--- src/rtl/card_pkg.sv ---
// card_pkg: shared card-code constants, FSM encoding and the shuffle index helper.
package card_pkg;
  localparam int CARD_W = 6;
  localparam int DECK_SIZE = 52;
  localparam int RANKS = 13;
  localparam int SUITS = 4;
  localparam logic [15:0] LFSR_MASK = 16'hB400;
  typedef enum logic [2:0] {IDLE, FILL, SHUFFLE, DEAL, EMPTY} state_t;
  // Scales a 16-bit random value into 0..i: top 6 bits of r*(i+1).
  function automatic logic [CARD_W-1:0] pick(input logic [15:0] r, input logic [CARD_W-1:0] i);
    logic [21:0] p;
    p = 22'(r) * 22'(i + 6'd1);
    return p[21:16];
  endfunction
endpackage

--- src/rtl/card_lfsr16.sv ---
// card_lfsr16: free-running 16-bit Galois LFSR (right shift, mask LFSR_MASK).
// Ports: clk, rst (async, active-high, loads SEED), q = current LFSR state.
module card_lfsr16
  import card_pkg::*;
#(
  parameter logic [15:0] SEED = 16'hACE1
) (
  input  logic        clk,
  input  logic        rst,
  output logic [15:0] q
);
  always_ff @(posedge clk or posedge rst)
    if (rst) q <= SEED;
    else q <= (q >> 1) ^ (q[0] ? LFSR_MASK : 16'h0);
endmodule

--- src/rtl/card_dealer.sv ---
// card_dealer: 52-card deck, LFSR Fisher-Yates shuffle on request, valid/ready dealing.
// Ports: clk, rst (async, active-high), shuffle_req (pulse), card_ready (consumer accept),
//        card_valid, card_bit (0..51), cards_left (0..52), busy (fill/shuffle), deck_empty.
module card_dealer
  import card_pkg::*;
#(
  parameter logic [15:0] SEED = 16'hACE1
) (
  input  logic              clk,
  input  logic              rst,
  input  logic              shuffle_req,
  input  logic              card_ready,
  output logic              card_valid,
  output logic [CARD_W-1:0] card_bit,
  output logic [CARD_W-1:0] cards_left,
  output logic              busy,
  output logic              deck_empty
);
  state_t state, nxt;
  logic [15:0] lfsr;
  logic [CARD_W-1:0] deck [DECK_SIZE];
  logic [CARD_W-1:0] ptr, i, j;
  logic xfer;

  card_lfsr16 #(.SEED(SEED)) u_lfsr (.clk(clk), .rst(rst), .q(lfsr));

  assign j = pick(lfsr, i);
  assign xfer = card_valid && card_ready;

  always_ff @(posedge clk or posedge rst)
    if (rst) state <= IDLE;
    else state <= nxt;

  always_comb begin
    nxt = state;
    case (state)
      IDLE, EMPTY: nxt = shuffle_req ? FILL : state;
      FILL:        nxt = SHUFFLE;
      SHUFFLE:     nxt = (i == 6'd1) ? DEAL : SHUFFLE;
      // A request while dealing abandons the remaining cards; any same-cycle transfer still counts.
      DEAL:        nxt = shuffle_req ? FILL : (xfer && cards_left == 6'd1) ? EMPTY : DEAL;
      default:     nxt = IDLE;
    endcase
  end

  always_comb begin
    card_valid = state == DEAL;
    deck_empty = state != DEAL;
    busy = state == FILL || state == SHUFFLE;
    card_bit = card_valid ? deck[ptr] : '0;
  end

  always_ff @(posedge clk or posedge rst)
    if (rst) begin
      ptr <= '0;
      i <= '0;
      cards_left <= '0;
      for (int k = 0; k < DECK_SIZE; k++) deck[k] <= CARD_W'(k);
    end else begin
      case (state)
        FILL: begin
          i <= CARD_W'(DECK_SIZE - 1);
          for (int k = 0; k < DECK_SIZE; k++) deck[k] <= CARD_W'(k);
        end
        SHUFFLE: begin
          // Swap via non-blocking reads of the old values; j == i rewrites the same card.
          i <= i - 6'd1;
          deck[i] <= deck[j];
          deck[j] <= deck[i];
          if (i == 6'd1) begin
            ptr <= '0;
            cards_left <= CARD_W'(DECK_SIZE);
          end
        end
        DEAL:
          if (shuffle_req) cards_left <= '0;
          else if (xfer) begin
            ptr <= ptr + 6'd1;
            cards_left <= cards_left - 6'd1;
          end
        default: ;
      endcase
    end
endmodule

--- config.mk ---
export PLATFORM = sky130hd
export DESIGN_NAME = card_dealer
export DESIGN_NICKNAME = d
export VERILOG_FILES = /design/src/rtl/card_pkg.sv /design/src/rtl/card_lfsr16.sv /design/src/rtl/card_dealer.sv
export SDC_FILE = /design/constraint.sdc
export NUM_CORES = 2
export LEC_CHECK = 0
export BUFFER_PORTS_ARGS = -buffer_cell sky130_fd_sc_hd__buf_2
export CAP_MARGIN = 10
export CORE_UTILIZATION = 45
export DETAILED_ROUTE_END_ITERATION = 7
export PLACE_DENSITY_LB_ADDON = 0.08
export SETUP_SLACK_MARGIN = 0.1
export SKIP_LAST_GASP = 1
export SLEW_MARGIN = 10
export SYNTH_ARGS = -nofsm -noshare
export SYNTH_HDL_FRONTEND = slang
export SYNTH_SLANG_ARGS = --single-unit
--- constraint.sdc ---
create_clock -name clk -period 13.2 [get_ports clk]
set_input_delay 3.3 -clock clk [delete_from_list [all_inputs] [get_ports clk]]
set_output_delay 3.3 -clock clk [all_outputs]
set_load 0.03 [all_outputs]
======== Word-level counts from Yosys, hierarchy flattened ========
Cells that the tools add are included.
cells by class
  mux-type cells .......................... 32
  bitwise logic cells ..................... 4
  magnitude comparators ................... 5
  reduce and logical (&&, ||, !) cells .... 11
  equality and inequality tests ........... 12
  $mul .................................... 1
  add/subtract/negate cells ............... 4
operators by type and width
  operator                                                                       count
  312-bit bitwise mux                                                            2
  312-bit case mux with 2 select lines                                           1
  6-bit binary-select mux with 6-bit select                                      3
  6-bit two-way mux                                                              15
  6-bit demux with 6-bit select                                                  2
  6-bit case mux with 2 select lines                                             3
  16-bit by 7-bit multiplier with 22-bit output                                  1
  7-bit >= comparator (second input constant)                                    3
  6-bit inverter with 7-bit output                                               3
  16-bit two-way mux                                                             1
  15-bit by 16-bit XOR with 16-bit output                                        1
  7-bit by 1-bit less-than comparator with 1-bit output (second input constant)  2
  6-bit by 1-bit == test with 1-bit output (second input constant)               2
  3-bit case mux with 4 select lines                                             1
  6-bit by 1-bit subtractor with 6-bit output (second input constant)            2
  3-bit two-way mux                                                              3
  6-bit by 1-bit adder with 7-bit output (second input constant)                 1
  6-bit by 1-bit adder with 6-bit output (second input constant)                 1
  3-bit by 2-bit == test with 1-bit output (second input constant)               2
  3-bit by 2-bit != test with 1-bit output (second input constant)               2
  1-bit logical AND                                                              4
  2-bit by 1-bit != test with 1-bit output (second input constant)               2
  2-bit != test (second input constant)                                          2
  4-bit AND reduction                                                            1
  other kinds (8)                                                                9
storage, ports and cells
  bits of input ports ..................... 4
  register bits after elaboration ......... 349
  output and inout port bits .............. 15
  word-level logic and storage cells ...... 126

======== Logic depth before layout (Yosys ltp) ========
  depth in word-level cells ............... 9
  gate-level depth with buffers ........... 35
  gate-level depth less buffers ........... 25

======== Modules after synthesis ========
A second synthesis with hierarchy kept.
second synthesis, totals
  cells, all modules ...................... 3028
  area total of the unflattened synthesis .. 28019.4 µm²
by module, submodules not included
  module       seq. area each (µm²)  area each (µm²)  cells each  instances
  card_dealer  8508.2                27579.0          3008        1
  card_lfsr16  410.4                 440.4            20          1

======== Least setup slack after synthesis ========
OpenSTA, ideal clock, no wires.
  kind .................................... reg-to-reg
  start ................................... register i[1]
  end ..................................... register deck[6] (netlist bit)
  library setup time ...................... 146 ps
  arrival ................................. 7891 ps
  period minus slack after synthesis ...... 8037 ps
  cell stages (with the launch flop) ...... 29
  setup slack ............................. 5163 ps
  data required time ...................... 13054 ps
  buffers on the path ..................... 8
  cells stage by stage .................... dfrtp_1 -> clkbuf_1 -> buf_1 -> nand3_1 -> clkbuf_1 -> buf_1 -> xnor2_1 -> clkbuf_1 -> and2_1 -> fa_1 -> fa_1 -> fa_1 -> inv_1 -> fa_1 -> inv_1 -> ha_1 -> a21oi_1 -> o21ai_0 -> a31oi_1 -> mux2_2 -> nor2_1 -> clkbuf_1 -> buf_2 -> mux4_2 -> a32o_1 -> or4_4 -> nor2_4 -> buf_4 -> o221ai_1
on the way
  word-level cells in the longest chain between the ends .. 9
  elaborated cells between the ends (all ways) .. 23
  those cells by class .................... 1 x add/sub; 1 x mul; 4 x order compare; 13 x mux; 2 x bitwise; 2 x reduce/logical
RTL lines
  what                                                                                 RTL line                              text
  from (decl)                                                                          card_dealer.sv:22                     logic [CARD_W-1:0] ptr, i, j;
  from (signal assigned)                                                               card_dealer.sv:62                     i <= CARD_W'(DECK_SIZE - 1);
  from (signal assigned)                                                               card_dealer.sv:67                     i <= i - 6'd1;
  6-bit by 1-bit adder with 7-bit output                                               card_pkg.sv:12                        p = 22'(r) * 22'(i + 6'd1);
  16-bit by 7-bit multiplier with 22-bit output                                        card_pkg.sv:12
  6-bit inverter with 7-bit output (implied by the code)                               card_dealer.sv:68, card_dealer.sv:69
  7-bit >= comparator (implied by the code), or another cell as far along              card_dealer.sv:69                     deck[j] <= deck[i];
  1-bit logical AND (implied by the code) / 6-bit two-way mux (equally long branches)  card_dealer.sv:69, card_dealer.sv:68
  6-bit two-way mux, on equally long branches                                          card_dealer.sv:69, card_dealer.sv:68
  6-bit demux with 6-bit select / 312-bit bitwise mux (equally long branches)          card_dealer.sv:69, card_dealer.sv:68
  312-bit bitwise mux (*)                                                              card_dealer.sv:69
  312-bit case mux with 2 select lines (*)                                             card_dealer.sv:60                     case (state)
  to (signal, indexed assignment)                                                      card_dealer.sv:68                     deck[i] <= deck[j];
  to (signal, indexed assignment)                                                      card_dealer.sv:69
  to (decl)                                                                            card_dealer.sv:21                     logic [CARD_W-1:0] deck [DECK_SIZE];
Mark *: on every way between the ends. The rest lies on a longest branch, timed or not. The select of a mux whose other input is x is not followed.
A chain may end at the register's enable or synchronous reset.

======== Final worst setup path ========
  start ................................... register i[0]
  end ..................................... register deck[20] (netlist bit)
Same word-level chain as after synthesis.

==> qor.yml <==
clock_tree:
  clock_latency_ns: 0.62
  cts_buffers: 45
  path_clk_slew_ns: 0.06
  tritoncts: "yes"
  clock-sinks: 349
  cts_root_buffer: "clkbuf_16"
  hold_buffers: 0
  ctsLongestPathBuffers: 3
  postCtsResizedCells: 0
  cts_setup_buffers: 0
  htreeDepth: 2
yosys:
  avgSynthCellArea_sq_um: 9.245
  synth_edf_count: 0
  synthTopCellsByCount: "o21ai_0 (283), nand2_1 (271), dfrtp_1 (201)"
  synthesis.area_sq_um: 26980
  yosys.area.top_type: "dfrtp_1"
  synth_fp_nets: 3032
  syn_inst: 2918
  ys_warn_count: 0
  synthDistinctLibCells: 79
  ys.flop_type: "dfrtp_1"
  synth_top_area_share_pct: 18.64
  synth_top_cells_by_area: "dfrtp_1 (19%), dfstp_2 (14%), mux4_2 (11%), o21ai_0 (5.3%), fa_1 (5.0%)"
  async_flop_share_pct: 100.0
  yosysSeqAreaShare_pct: 33.06
  ys_ff_latch: 349
  yosysMostFrequentCell: "o21ai_0"
sta:
  setup_viol: 0
  hold_violations: 0
  hold-worst-slack_ns: 0.4341
  fin_crit_sh_pct: 90.85
  rsz0062_at_grt: "no"
  slew_headroom_pct: 1.877
  period_minus_slack_ns: 11.99
  setup_tns_ns: 0
  maxSlewViolCount: 0
  max_freq_mhz: 83.39
  tightest_slew_ns: 1.472
  fin_skew_ns: 0.03223
power:
  power_per_cell_area_nw_per_um2: 82.45
  p_leak_uw: 0.01144
  ir_drop_mv: 0.08201
floorplan:
  die_w_um: 246.8
  num_rows: 89
  coreArea_sq_um: 59130
  die_height_um: 246.8
  num_io_pins: 19
  floorplan.initialDensity_pct: 45.62
  dieArea_sq_um: 60930
critical_path:
  setup.worst_path.start: "i[0]$_DFFE_PP0P_"
  worstRegToRegCells: 25
  reg2reg_from: "i[0]$_DFFE_PP0P_"
  cp_data_arrival_time_ns: 12.45
  critPathLaunchType: "register"
  worst-path-max-fanout: 31
  critPathRequiredTime_ns: 13.66
  end_kind: "register"
  critical_path_class: "reg -> reg"
drt:
  wl_per_cell_um: 39.25
  wl_um: 143400
  drc_errors: 49
  avgViaCountPerCell: 7.748
  dr_total_vias: 28310
  antenna_left: 0
  drt_first_pass_iters: 8
  drtIter0Drc: 5256
place:
  io_buffers: 18
  dp_cells: 3566
  placed_area_sq_um: 27920
  gp_congestion: 1.070
  dp_hpwl_um: 96520
run_status:
  failed_checks: "DRC"
  status: "complete, but fails checks"
worst_hold_path:
  hp-start: "u_lfsr.q[7]$_DFF_PP1_"
  whs_path_depth: 0
  hold_path_class: "reg -> reg"
flow_run:
  drv_cap: 0
cells_and_area:
  drive_gt1_share_pct: 17.91
  fin_cells: 3654
  fin_util_pct: 49.82
  syn_to_final_growth_pct: 9.197
  final_nets: 2954
  finalInstanceArea_sq_um: 29460
global_route:
  grt_start_max_net_pins: 95
  grt_pass1_wl_um: 203600
  grt.overflow.total: 0
  antenna_found_initial: 13
  grt_pass1_vias: 27090
  grt.total_usage_pct: 46.98
power breakdown:
| group | internal [uW] | switching (uW) |
|---|---|---|
| clock network | 766 | 549 |
| logic | 8.46 | 32.2 |
| registers | 1070 | 1.28 |
| total | 1850 | 582 |
worst max-delay path: stages, from the launching register on:
cell and delay, ns:
dfrtp_2 0.55, buf_4 0.42, ha_1 0.32, nand3_1 0.14, nor2_1 0.90, and2_1 0.26, fa_1 0.43, fa_1 0.46
fa_1 0.50, inv_1 0.05, fa_1 0.48, inv_1 0.04, ha_1 0.33, and4_1 0.25, and2_1 0.20, and2_1 0.20
a221oi_1 1.18, nand2_2 0.84, buf_4 0.52, nor2_1 0.91, a221oi_1 0.22, o21ai_0 0.39, o221ai_1 0.44, nor2_4 0.83
buf_4 0.66, o21ai_0 0.21
worst paths after layout:
kind / slack (ns) / end
worst max-delay path: 1.21 / deck[20]$_DFFE_PP0P_
worst min-delay path: 0.43 / u_lfsr.q[6]$_DFF_PP1_
worst max register to register: 1.21 / deck[20]$_DFFE_PP0P_
worst min register to register: 0.43 / u_lfsr.q[6]$_DFF_PP1_
max in group asynchronous: 8.29 / ptr[1]$_DFFE_PP0P_
min in group asynchronous: 2.79 / deck[235]$_DFFE_PP0P_
cell type report:
cell class / count / area [sq um]
multi-input combinational: 2145 / 16490
sequential: 349 / 8932
tap: 773 / 967.2
inverter: 196 / 743.2
clock inverter: 16 / 212.7
antenna: 6 / 15.01
timing repair buffer: 103 / 793.3
fill: 5559 / 29670
clock buffer: 66 / 1306
state kept, by name (all words and copies together), names as in the netlist:
signal and flops:
ptr 6, i 6, u_lfsr.q 16, deck 312
cards_left 6, state 3
through the flow:
stage	setup WS (ns)	power, uW
global route	1.264	2475
global placement	2.207	1133
CTS	2.236	2427
detailed placement	2.256	1133
finish	1.208	2429
floorplan	0.4664	1119
metal layers:
layer | global-route usage [%] | vias to the layer above | share of wire (%)
li1 | - | 10970 | -
met1 | 58.50 | 14000 | 36
met2 | 65.14 | 2573 | 40
met3 | 20.02 | 745 | 16
met4 | 31.95 | 16 | 8.4
met5 | 3.758 | - | 0.24
layout by cell type (no fill, tap or decap), types with 7 or more instances in the layout:
| cell | instances |
|---|---|
| a21oi_1 | 118 |
| clkbuf_8 | 8 |
| o22ai_1 | 112 |
| nand2b_1 | 21 |
| buf_2 | 18 |
| dfstp_2 | 148 |
| a31oi_1 | 15 |
| o211ai_1 | 14 |
| nor3_1 | 71 |
| xor2_1 | 11 |
| a211oi_1 | 21 |
| a311oi_1 | 8 |
| clkbuf_16 | 46 |
| nor2b_1 | 43 |
| nand3_1 | 76 |
| a32oi_1 | 7 |
| a222oi_1 | 82 |
| o221ai_1 | 80 |
| nor2_1 | 180 |
| nand2_1 | 270 |
| clkbuf_1 | 12 |
| buf_4 | 81 |
| o21a_1 | 10 |
| a22oi_1 | 119 |
| mux2_2 | 21 |
| or2_2 | 7 |
| or3_1 | 28 |
| nor3b_1 | 7 |
| inv_1 | 192 |
| fa_1 | 67 |
| a221oi_1 | 59 |
| o21ai_0 | 283 |
| mux2i_1 | 57 |
| dfrtp_1 | 196 |
| and2_1 | 63 |
| ha_1 | 43 |
| mux4_2 | 129 |
cells by family after synthesis:
kind of cell / Yosys count / share of synthesized area, %
compound gates: 989 / 24.93
xor+xnor: 21 / 0.7096
fa+ha+maj: 110 / 6.966
buf+inv: 424 / 6.303
flops: 349 / 33.06
mux: 208 / 13.80
simple gates: 817 / 14.23
No activity file was read; power rests on OpenSTA's default activity.
